===== config.mk =====
export PLATFORM = sky130hd
export DESIGN_NAME = instr_encode_flat
export DESIGN_NICKNAME = d
export VERILOG_FILES = /design/src/rtl/instr_encode_pkg.sv /design/src/rtl/instr_encode_if.sv /design/src/rtl/instr_pack.sv /design/src/rtl/instr_encode.sv /design/src/flat_wrapper.sv
export SDC_FILE = /design/constraint.sdc
export NUM_CORES = 1
export LEC_CHECK = 0
export ABC_AREA = 0
export BUFFER_PORTS_ARGS = -buffer_cell sky130_fd_sc_hd__buf_2
export CORE_UTILIZATION = 50
export DETAILED_ROUTE_END_ITERATION = 8
export GPL_ROUTABILITY_DRIVEN = 0
export PLACE_DENSITY = 0.78
export SLEW_MARGIN = 20
export SYNTH_ARGS = -nofsm -noshare
export SYNTH_HDL_FRONTEND = slang
export SYNTH_HIERARCHICAL = 1
export SYNTH_SLANG_ARGS = --single-unit

===== constraint.sdc =====
create_clock -name clk -period 1.91 [get_ports clk]
set_input_delay 0 -clock clk [delete_from_list [all_inputs] [get_ports clk]]
set_output_delay 0 -clock clk [all_outputs]
set_load 0.05 [all_outputs]

===== src/rtl/instr_encode_pkg.sv =====
// Shared RV32I encoder/decoder definitions: opcodes, instruction classes, immediate field widths.
// The range-check helper is only referenced when ENCODER_RANGE_CHECK_EN is defined.
package instr_encode_pkg;

    typedef enum logic [2:0] {
        OP_R       = 3'd0,
        OP_I       = 3'd1,
        OP_LOAD    = 3'd2,
        OP_STORE   = 3'd3,
        OP_BRANCH  = 3'd4,
        OP_JAL     = 3'd5,
        OP_JALR    = 3'd6,
        OP_INVALID = 3'd7
    } op_class_e;

    localparam logic [6:0] OPC_R      = 7'b0110011;
    localparam logic [6:0] OPC_OP_IMM = 7'b0010011;
    localparam logic [6:0] OPC_LOAD   = 7'b0000011;
    localparam logic [6:0] OPC_STORE  = 7'b0100011;
    localparam logic [6:0] OPC_BRANCH = 7'b1100011;
    localparam logic [6:0] OPC_JAL    = 7'b1101111;
    localparam logic [6:0] OPC_JALR   = 7'b1100111;

    localparam logic [6:0] FUNCT7_ALT = 7'h20;

    localparam int IMM_W_I = 12;
    localparam int IMM_W_S = 12;
    localparam int IMM_W_B = 13;
    localparam int IMM_W_J = 21;

    // True when every bit from the field's sign position upward matches bit 31.
    function automatic logic fits_signed(input logic [31:0] imm, input int width);
        logic ok;
        ok = 1'b1;
        for (int i = 0; i < 32; i++) begin
            if (i >= width - 1 && imm[i] != imm[31]) begin
                ok = 1'b0;
            end
        end
        return ok;
    endfunction

endpackage


===== src/rtl/instr_encode_if.sv =====
// Field-bundle input and encoded-word output bus of the instruction encoder.
// slave is the encoder's view; master is the producer/loader side.
interface instr_encode_if #(
    parameter int ADDR_W = 10
);
    logic              in_valid;
    logic              in_ready;
    logic [2:0]        in_op;
    logic [2:0]        in_funct3;
    logic              in_alt;
    logic [4:0]        in_rd;
    logic [4:0]        in_rs1;
    logic [4:0]        in_rs2;
    logic [31:0]       in_imm;
    logic              out_valid;
    logic              out_ready;
    logic [31:0]       out_instr;
    logic [ADDR_W-1:0] out_addr;
    logic [ADDR_W:0]   instr_count;
    logic              err_invalid;
    logic              err_range;
    logic              err_align;

    modport slave (
        input  in_valid, in_op, in_funct3, in_alt, in_rd, in_rs1, in_rs2, in_imm, out_ready,
        output in_ready, out_valid, out_instr, out_addr, instr_count,
        output err_invalid, err_range, err_align
    );

    modport master (
        output in_valid, in_op, in_funct3, in_alt, in_rd, in_rs1, in_rs2, in_imm, out_ready,
        input  in_ready, out_valid, out_instr, out_addr, instr_count,
        input  err_invalid, err_range, err_align
    );
endinterface


===== src/rtl/instr_pack.sv =====
// Combinational RV32I field packing; flags class 7 as invalid.
// With ENCODER_RANGE_CHECK_EN it also reports immediate range and alignment faults.
module instr_pack
    import instr_encode_pkg::*;
(
    input  logic [2:0]  i_op,
    input  logic [2:0]  i_funct3,
    input  logic        i_alt,
    input  logic [4:0]  i_rd,
    input  logic [4:0]  i_rs1,
    input  logic [4:0]  i_rs2,
    input  logic [31:0] i_imm,
`ifdef ENCODER_RANGE_CHECK_EN
    output logic        o_rangeErr,
    output logic        o_alignErr,
`endif
    output logic [31:0] o_instr,
    output logic        o_invalid
);

    op_class_e   w_op;
    logic        w_isShift;
    logic [6:0]  w_funct7;
    logic [11:0] w_iImm;

    assign w_op      = op_class_e'(i_op);
    assign w_funct7  = i_alt ? FUNCT7_ALT : 7'h00;
    assign w_isShift = (i_funct3 == 3'b001) || (i_funct3 == 3'b101);
    // Shift amounts carry the arithmetic/logical selector in imm[11:5].
    assign w_iImm    = w_isShift ? {w_funct7, i_imm[4:0]} : i_imm[11:0];

    always_comb begin
        o_instr   = 32'h0;
        o_invalid = 1'b0;
        case (w_op)
            OP_R:      o_instr = {w_funct7, i_rs2, i_rs1, i_funct3, i_rd, OPC_R};
            OP_I:      o_instr = {w_iImm, i_rs1, i_funct3, i_rd, OPC_OP_IMM};
            OP_LOAD:   o_instr = {i_imm[11:0], i_rs1, i_funct3, i_rd, OPC_LOAD};
            OP_STORE:  o_instr = {i_imm[11:5], i_rs2, i_rs1, i_funct3, i_imm[4:0], OPC_STORE};
            OP_BRANCH: o_instr = {i_imm[12], i_imm[10:5], i_rs2, i_rs1, i_funct3,
                                  i_imm[4:1], i_imm[11], OPC_BRANCH};
            OP_JAL:    o_instr = {i_imm[20], i_imm[10:1], i_imm[11], i_imm[19:12], i_rd, OPC_JAL};
            OP_JALR:   o_instr = {i_imm[11:0], i_rs1, 3'b000, i_rd, OPC_JALR};
            default:   o_invalid = 1'b1;
        endcase
    end

`ifdef ENCODER_RANGE_CHECK_EN
    always_comb begin
        o_rangeErr = 1'b0;
        o_alignErr = 1'b0;
        case (w_op)
            OP_I, OP_LOAD, OP_JALR: o_rangeErr = !fits_signed(i_imm, IMM_W_I);
            OP_STORE:               o_rangeErr = !fits_signed(i_imm, IMM_W_S);
            OP_BRANCH: begin
                o_rangeErr = !fits_signed(i_imm, IMM_W_B);
                o_alignErr = i_imm[0];
            end
            OP_JAL: begin
                o_rangeErr = !fits_signed(i_imm, IMM_W_J);
                o_alignErr = i_imm[0];
            end
            default: ;
        endcase
    end
`else
    logic w_unusedImm;
    assign w_unusedImm = ^i_imm[31:21];
`endif

endmodule


===== src/rtl/instr_encode.sv =====
// RV32I instruction encoder: one-entry output register, word address counter, saturating count, sticky errors.
// Optional immediate range/alignment checking is enabled by defining ENCODER_RANGE_CHECK_EN.
module instr_encode
    import instr_encode_pkg::*;
#(
    parameter int ADDR_W = 10
) (
    input  logic          clk,
    input  logic          rst,
    input  logic          restart,
    instr_encode_if.slave bus
);

    logic              r_outValid;
    logic [31:0]       r_outInstr;
    logic [ADDR_W-1:0] r_outAddr;
    logic [ADDR_W-1:0] r_addrCnt;
    logic [ADDR_W:0]   r_count;
    logic              r_errInvalid;

    logic              w_inReady;
    logic              w_inFire;
    logic              w_outFire;
    logic [ADDR_W-1:0] w_nextAddr;
    logic [31:0]       w_instr;
    logic              w_invalid;

    // restart and rst both block acceptance and suppress the output handshake in their cycle.
    assign w_inReady  = !rst && !restart && (!r_outValid || bus.out_ready);
    assign w_inFire   = bus.in_valid && w_inReady;
    assign w_outFire  = r_outValid && bus.out_ready && !rst && !restart;
    assign w_nextAddr = w_outFire ? r_addrCnt + ADDR_W'(1) : r_addrCnt;

`ifdef ENCODER_RANGE_CHECK_EN
    logic w_rangeErr;
    logic w_alignErr;
    logic r_errRange;
    logic r_errAlign;
`endif

    instr_pack u_pack (
        .i_op       (bus.in_op),
        .i_funct3   (bus.in_funct3),
        .i_alt      (bus.in_alt),
        .i_rd       (bus.in_rd),
        .i_rs1      (bus.in_rs1),
        .i_rs2      (bus.in_rs2),
        .i_imm      (bus.in_imm),
`ifdef ENCODER_RANGE_CHECK_EN
        .o_rangeErr (w_rangeErr),
        .o_alignErr (w_alignErr),
`endif
        .o_instr    (w_instr),
        .o_invalid  (w_invalid)
    );

    always_ff @(posedge clk) begin
        if (rst || restart) begin
            r_outValid   <= 1'b0;
            r_outInstr   <= 32'h0;
            r_outAddr    <= '0;
            r_addrCnt    <= '0;
            r_count      <= '0;
            r_errInvalid <= 1'b0;
        end else begin
            if (w_outFire) begin
                r_addrCnt <= w_nextAddr;
                if (r_count != {(ADDR_W+1){1'b1}}) begin
                    r_count <= r_count + (ADDR_W+1)'(1);
                end
            end
            // An invalid class is consumed without producing a word.
            if (w_inFire && !w_invalid) begin
                r_outValid <= 1'b1;
                r_outInstr <= w_instr;
                r_outAddr  <= w_nextAddr;
            end else if (w_outFire) begin
                r_outValid <= 1'b0;
            end
            if (w_inFire && w_invalid) begin
                r_errInvalid <= 1'b1;
            end
        end
    end

`ifdef ENCODER_RANGE_CHECK_EN
    always_ff @(posedge clk) begin
        if (rst || restart) begin
            r_errRange <= 1'b0;
            r_errAlign <= 1'b0;
        end else if (w_inFire && !w_invalid) begin
            if (w_rangeErr) r_errRange <= 1'b1;
            if (w_alignErr) r_errAlign <= 1'b1;
        end
    end

    assign bus.err_range = r_errRange;
    assign bus.err_align = r_errAlign;
`else
    assign bus.err_range = 1'b0;
    assign bus.err_align = 1'b0;
`endif

    assign bus.in_ready    = w_inReady;
    assign bus.out_valid   = r_outValid;
    assign bus.out_instr   = r_outInstr;
    assign bus.out_addr    = r_outAddr;
    assign bus.instr_count = r_count;
    assign bus.err_invalid = r_errInvalid;

endmodule


===== src/flat_wrapper.sv =====
// flat-port wrapper written by rule: the top's interface ports become plain ports
module instr_encode_flat import instr_encode_pkg::*;
#(
    parameter int ADDR_W = 10
)
  (clk, rst, restart, bus_in_valid, bus_in_op, bus_in_funct3, bus_in_alt, bus_in_rd, bus_in_rs1, bus_in_rs2, bus_in_imm, bus_out_ready, bus_in_ready, bus_out_valid, bus_out_instr, bus_out_addr, bus_instr_count, bus_err_invalid, bus_err_range, bus_err_align);
  instr_encode_if #(.ADDR_W(ADDR_W)) bus_i ();
  input  logic clk;
  input  logic rst;
  input  logic restart;
  input wire logic [$bits(bus_i.in_valid)-1:0] bus_in_valid;
  input wire logic [$bits(bus_i.in_op)-1:0] bus_in_op;
  input wire logic [$bits(bus_i.in_funct3)-1:0] bus_in_funct3;
  input wire logic [$bits(bus_i.in_alt)-1:0] bus_in_alt;
  input wire logic [$bits(bus_i.in_rd)-1:0] bus_in_rd;
  input wire logic [$bits(bus_i.in_rs1)-1:0] bus_in_rs1;
  input wire logic [$bits(bus_i.in_rs2)-1:0] bus_in_rs2;
  input wire logic [$bits(bus_i.in_imm)-1:0] bus_in_imm;
  input wire logic [$bits(bus_i.out_ready)-1:0] bus_out_ready;
  output wire logic [$bits(bus_i.in_ready)-1:0] bus_in_ready;
  output wire logic [$bits(bus_i.out_valid)-1:0] bus_out_valid;
  output wire logic [$bits(bus_i.out_instr)-1:0] bus_out_instr;
  output wire logic [$bits(bus_i.out_addr)-1:0] bus_out_addr;
  output wire logic [$bits(bus_i.instr_count)-1:0] bus_instr_count;
  output wire logic [$bits(bus_i.err_invalid)-1:0] bus_err_invalid;
  output wire logic [$bits(bus_i.err_range)-1:0] bus_err_range;
  output wire logic [$bits(bus_i.err_align)-1:0] bus_err_align;
  assign bus_i.in_valid = bus_in_valid;
  assign bus_i.in_op = bus_in_op;
  assign bus_i.in_funct3 = bus_in_funct3;
  assign bus_i.in_alt = bus_in_alt;
  assign bus_i.in_rd = bus_in_rd;
  assign bus_i.in_rs1 = bus_in_rs1;
  assign bus_i.in_rs2 = bus_in_rs2;
  assign bus_i.in_imm = bus_in_imm;
  assign bus_i.out_ready = bus_out_ready;
  assign bus_in_ready = bus_i.in_ready;
  assign bus_out_valid = bus_i.out_valid;
  assign bus_out_instr = bus_i.out_instr;
  assign bus_out_addr = bus_i.out_addr;
  assign bus_instr_count = bus_i.instr_count;
  assign bus_err_invalid = bus_i.err_invalid;
  assign bus_err_range = bus_i.err_range;
  assign bus_err_align = bus_i.err_align;
  instr_encode #(.ADDR_W(ADDR_W)) u_core (.clk(clk), .rst(rst), .restart(restart), .bus(bus_i));
endmodule

# Yosys cells after proc, flatten, opt, wreduce, memory -nomap -nowiden
# Cells that the tools add are included.
# word_totals
register_bits,65
input_bits,59
output_inout_bits,58
word_cells,42
# op_classes
add_sub_neg,2
n_eq_ne,9
muxes,7
n_reduce_logical,18
# ops
operator,count
$pmux 32 s7,1
$eq 3x3->1 const B,4
$mux 12,1
$add 11x1->11 const B,1
$ne 11x11->1 const B,1
$add 10x1->10 const B,1
$mux 10,1
$logic_and 1x1->1,8
$reduce_or 7->1,1
$eq 3x1->1 const B,2
$eq 3x2->1 const B,2
$mux 6,1
$logic_not 1->1,3
$logic_not 3->1,1
$logic_or 1x1->1,3
$mux 1,3
$reduce_and 2->1,1
$reduce_bool 2->1,1

# Depth between registers and ports, before layout
# logic_depth
ltp_word,6
mapped_depth,7
ltp_nobuf,6

# Cells and area by module
# Netlist, hierarchy kept.
# by_module_without_submodules
module,instances,cells_per_inst,area_per_inst_um2
instr_encode,1,302,2522.4
instr_pack,1,119,759.5

# Least setup slack after synthesis
# No wires, ideal clock.
# synth_path
path_type,register -> register
start,register u_core.r_count[0] (netlist: u_core/bus.instr_count[0])
end,register u_core.r_count[9] (netlist: u_core/bus.instr_count[9])
t_arrival_ns,1.822
required_time_ns,1.840
slack_ns,0.017
path_stages_with_launch,7
path_buffers,1
path_cell_list,dfxtp_1 -> ha_1 -> and3_1 -> and3_4 -> buf_6 -> or4_1 -> a21oi_1
# synth_between
elab_chain_len,2
word_cells_on_any_way,3
# synth_lines
element,line,rtl
from (decl),instr_encode.sv:18,logic [ADDR_W:0] r_count;
from (signal assigned),instr_encode.sv:69,r_count <= r_count + (ADDR_W+1)'(1);
"parallel branches: the longest is 2 deep, another holds $add 11x1->11",--,
# Parallel ways; which one is timed is not known.
# A chain may end at the register's enable or synchronous reset.

# Final worst setup path
# layout_path
start,register u_core.r_count[0] (netlist: u_core/bus.instr_count[0])
end,register u_core.r_count[5] (netlist: u_core/bus.instr_count[5])
# The elaborated chain is that of the path after synthesis.

==> metrics.cfg <==
[global_route]
grt_pass1_vias = 2845
grt_pass1_wl_microns = 13210
grt-ovfl-total = 0
grt_max_degree = 40
antenna_found_initial = 0
grt.total_usage_pct = 23.39

[floorplanning]
placeableCoreArea_sq_um = 6350
start_util_pct = 51.68
placementRows = 29
fp.dieW_microns = 83.02
die-area_sq_um = 6891
ioPinCount = 117
die_h_microns = 83.02

[drt]
viasPerCell = 5.409
routed_wl_microns = 7933
detail_route.first_pass.iterations = 4
wl_met1_microns = 3735
drc = 0
dr.max_layer_used = met4
wl_met3_microns = 365
vias = 3240
post_drt_wl_per_cell_microns = 13.24
drt-initial-drc-count = 110
postRouteAntennaNets = 0
wl_met2_microns = 3697

[clocking]
root_buffer = clkbuf_8
cts.sinks = 65
post_cts_buffers = 0
clkTransAtPathRegs_ns = 0.07
tritoncts = yes
ctsResizeCount = 0
h-tree-depth = 3
ctsLongestPathBuffers = 2
insertion_delay_ns = 0.34
numCtsBuffers = 9

[setup_path]
r2r_start = u_core/bus.instr_count[0]$_SDFFE_PP0P_
critPathArrivalTime_ns = 1.97
crit_end = u_core/bus.instr_count[5]$_SDFFE_PP0P_
crit_fanout = 18
slowest_delay_ns = 0.47
ff2ff_path_depth = 5
end_kind = flip-flop
critPathRequiredTime_ns = 2.19
critPathLaunch = u_core/bus.instr_count[0]$_SDFFE_PP0P_
crit-reg2reg-capture = u_core/bus.instr_count[5]$_SDFFE_PP0P_
cp_cell_sequence = ha_1 > and3_1 > and3_4 > or4_1 > a21oi_1
cpMaxStageDelayCell = or4_1
reg2reg_setup_slack_ns = 0.22
setup.worst_path.class = flip-flop to flip-flop
cp-start-kind = flip-flop

[timing]
slew_violations = 0
period_share_pct = 88.61
fin_skew_ns = 0.003841
max_freq_mhz = 590.9
hold_violations = 0
min_period_ns = 1.692
rsz0062_at_grt = false
setup_tns_ns = 0
setup_violations = 0

[logic_synthesis]
synthDistinctLibCells = 53
avgSynthCellArea_sq_um = 7.795
synth_edf_count = 0
synth_top_area_share_pct = 39.65
syn-cell-area_sq_um = 3282
syn_inst = 421
yosysSeqAreaShare_pct = 39.65
yosys_warnings = 6
async_flop_share_pct = 0
dominantRegCellSynth = dfxtp_1
synth_area_leader_cell = dfxtp_1
netlist_top_cells_count = nand2_1, dfxtp_1, a21oi_1, nor2_1, o21ai_0
yosys_register_bits = 65
synthTopCellsByArea = dfxtp_1, nand2_1, a21oi_1
yosysMostFrequentCell = nand2_1

[layout]
drive_above_1_share_pct = 26.44
antenna_cells = 0
area_growth_pct = 24.44
fillCellCount = 572
final_nets = 578
final_core_util_pct = 64.32

[power]
power_leakage_nw = 1.684
p_per_area_nw_per_um2 = 775.8
ir_worst_vdd_mv = 0.5208

[run]
max_cap_viol_count = 0

[placed_design]
dp_hpwl_microns = 5599
place.port_buffers = 103

[outcome]
status = complete, no violations

[hold_path]
hold_class = primary input to flip-flop

-- layout make-up --
class / instances / area (sq um) / share of cell area (%)
Multi-Input combinational cell: 314 / 1765 / 43.23
Sequential cell: 65 / 1301 / 31.86
Timing Repair Buffer: 119 / 648.1 / 15.87
Clock buffer: 10 / 127.6 / 3.125
Clock inverter: 6 / 115.1 / 2.819
Tap cell: 77 / 96.34 / 2.359
Inverter: 8 / 30.03 / 0.7353
-- worst max-delay path, delay by kind of cell, from the launching register on --
kind / cells / cell delay [ns]
AND/OR/NAND/NOR: 3 / 0.88
flip-flops: 1 / 0.35
AO/OA/AOI/OAI: 1 / 0.15
adder cells (fa/ha/maj): 1 / 0.24
-- metrics by stage --
stage / setup slack [ns] / hold WS (ns) / total power [mW] / cells / instance area [sq um]
6_report: 0.2176 / 0.01422 / 3.168 / 599 / 4084
5_1_grt: 0.1128 / 0.01052 / 3.314 / 599 / 4084
4_1_cts: 0.2226 / 0.0008059 / 3.204 / 599 / 4084
3_5_place_dp: 0.2462 / 0.3044 / 1.766 / 578 / 3791
3_3_place_gp: 0.2862 / 0.2690 / 1.759 / 578 / 3791
2_1_floorplan: 0.01726 / 0.1572 / 1.661 / 422 / 3286
-- cell usage in the layout (no fill, tap or decap), types with 3 or more instances in the layout --
master	netlist	final
buf_2	14	103
nand2_1	85	85
dfxtp_1	65	65
a21oi_1	55	55
nor2_1	21	21
o21ai_0	19	19
nor2b_1	15	15
buf_4	9	11
nand3_1	10	10
clkbuf_8	0	9
inv_1	8	8
a211oi_1	8	8
xnor2_1	7	7
nand2b_1	7	7
o211ai_1	6	6
dlygate4sd3_1	0	5
nand4bb_1	5	5
and3_1	5	5
o21a_1	5	5
a31oi_1	5	5
nor3b_1	5	5
nand4_1	4	4
or3_1	4	4
bufinv_16	0	3
nor3_1	3	3
mux2i_1	3	3
o31ai_1	3	3
or4_1	3	3
o21ai_1	3	3
o22ai_1	3	3
-- worst min-delay path by stage --
stage | start | endpoint | slack, ns | depth (start not counted)
after floorplan | bus_in_valid | u_core/bus.err_invalid$_SDFFE_PP0P_ | 0.16 | 2
after global placement | bus_in_valid | u_core/bus.err_invalid$_SDFFE_PP0P_ | 0.27 | 3
after detailed placement | bus_in_valid | u_core/bus.err_invalid$_SDFFE_PP0P_ | 0.30 | 3
after CTS | bus_in_imm[15] | u_core/bus.out_instr[15]$_SDFFE_PP0P_ | 0.0008 | 5
after global routing | bus_in_imm[6] | u_core/bus.out_instr[26]$_SDFFE_PP0P_ | 0.01 | 4
final | bus_in_imm[15] | u_core/bus.out_instr[15]$_SDFFE_PP0P_ | 0.01 | 5
-- what timing repair did --
| item | 4_1_cts | 5_1_grt |
|---|---|---|
| hold buffers | 5 | 0 |
| endpoints found under the hold margin | 5 | 0 |
| endpoints found under the setup margin | 0 | 0 |
-- cells by family after synthesis --
group,count (synthesis),share of synthesized area (%)
AND/OR/NAND/NOR,182,28.17
AO/OA/AOI/OAI,115,20.70
flip-flops,65,39.65
buffers and inverters,43,6.939
XOR/XNOR,9,2.402
multiplexers,4,1.258
adder cells (fa/ha/maj),2,0.7624
other,1,0.1143
-- flip-flops by register name, summed over array words and instances (netlist names) --
signal / count
u_core/bus.out_valid: 1
u_core/bus.err_invalid: 1
u_core/bus.out_addr: 10
u_core/r_addrCnt: 10
u_core/bus.instr_count: 11
u_core/bus.out_instr: 32
-- power breakdown --
group          switching (mW)  internal [mW]
Sequential            0.00704           1.37
Clock                   0.549          0.874
Combinational           0.230          0.140
-- layer usage --
layer / up-vias / global-route usage, %
met5: - / 0
met4: 0 / 10.03
met3: 12 / 4.473
met2: 79 / 36.66
met1: 1498 / 31.42
li1: 1651 / -
Note: power is estimated with default switching activity, not from simulation.
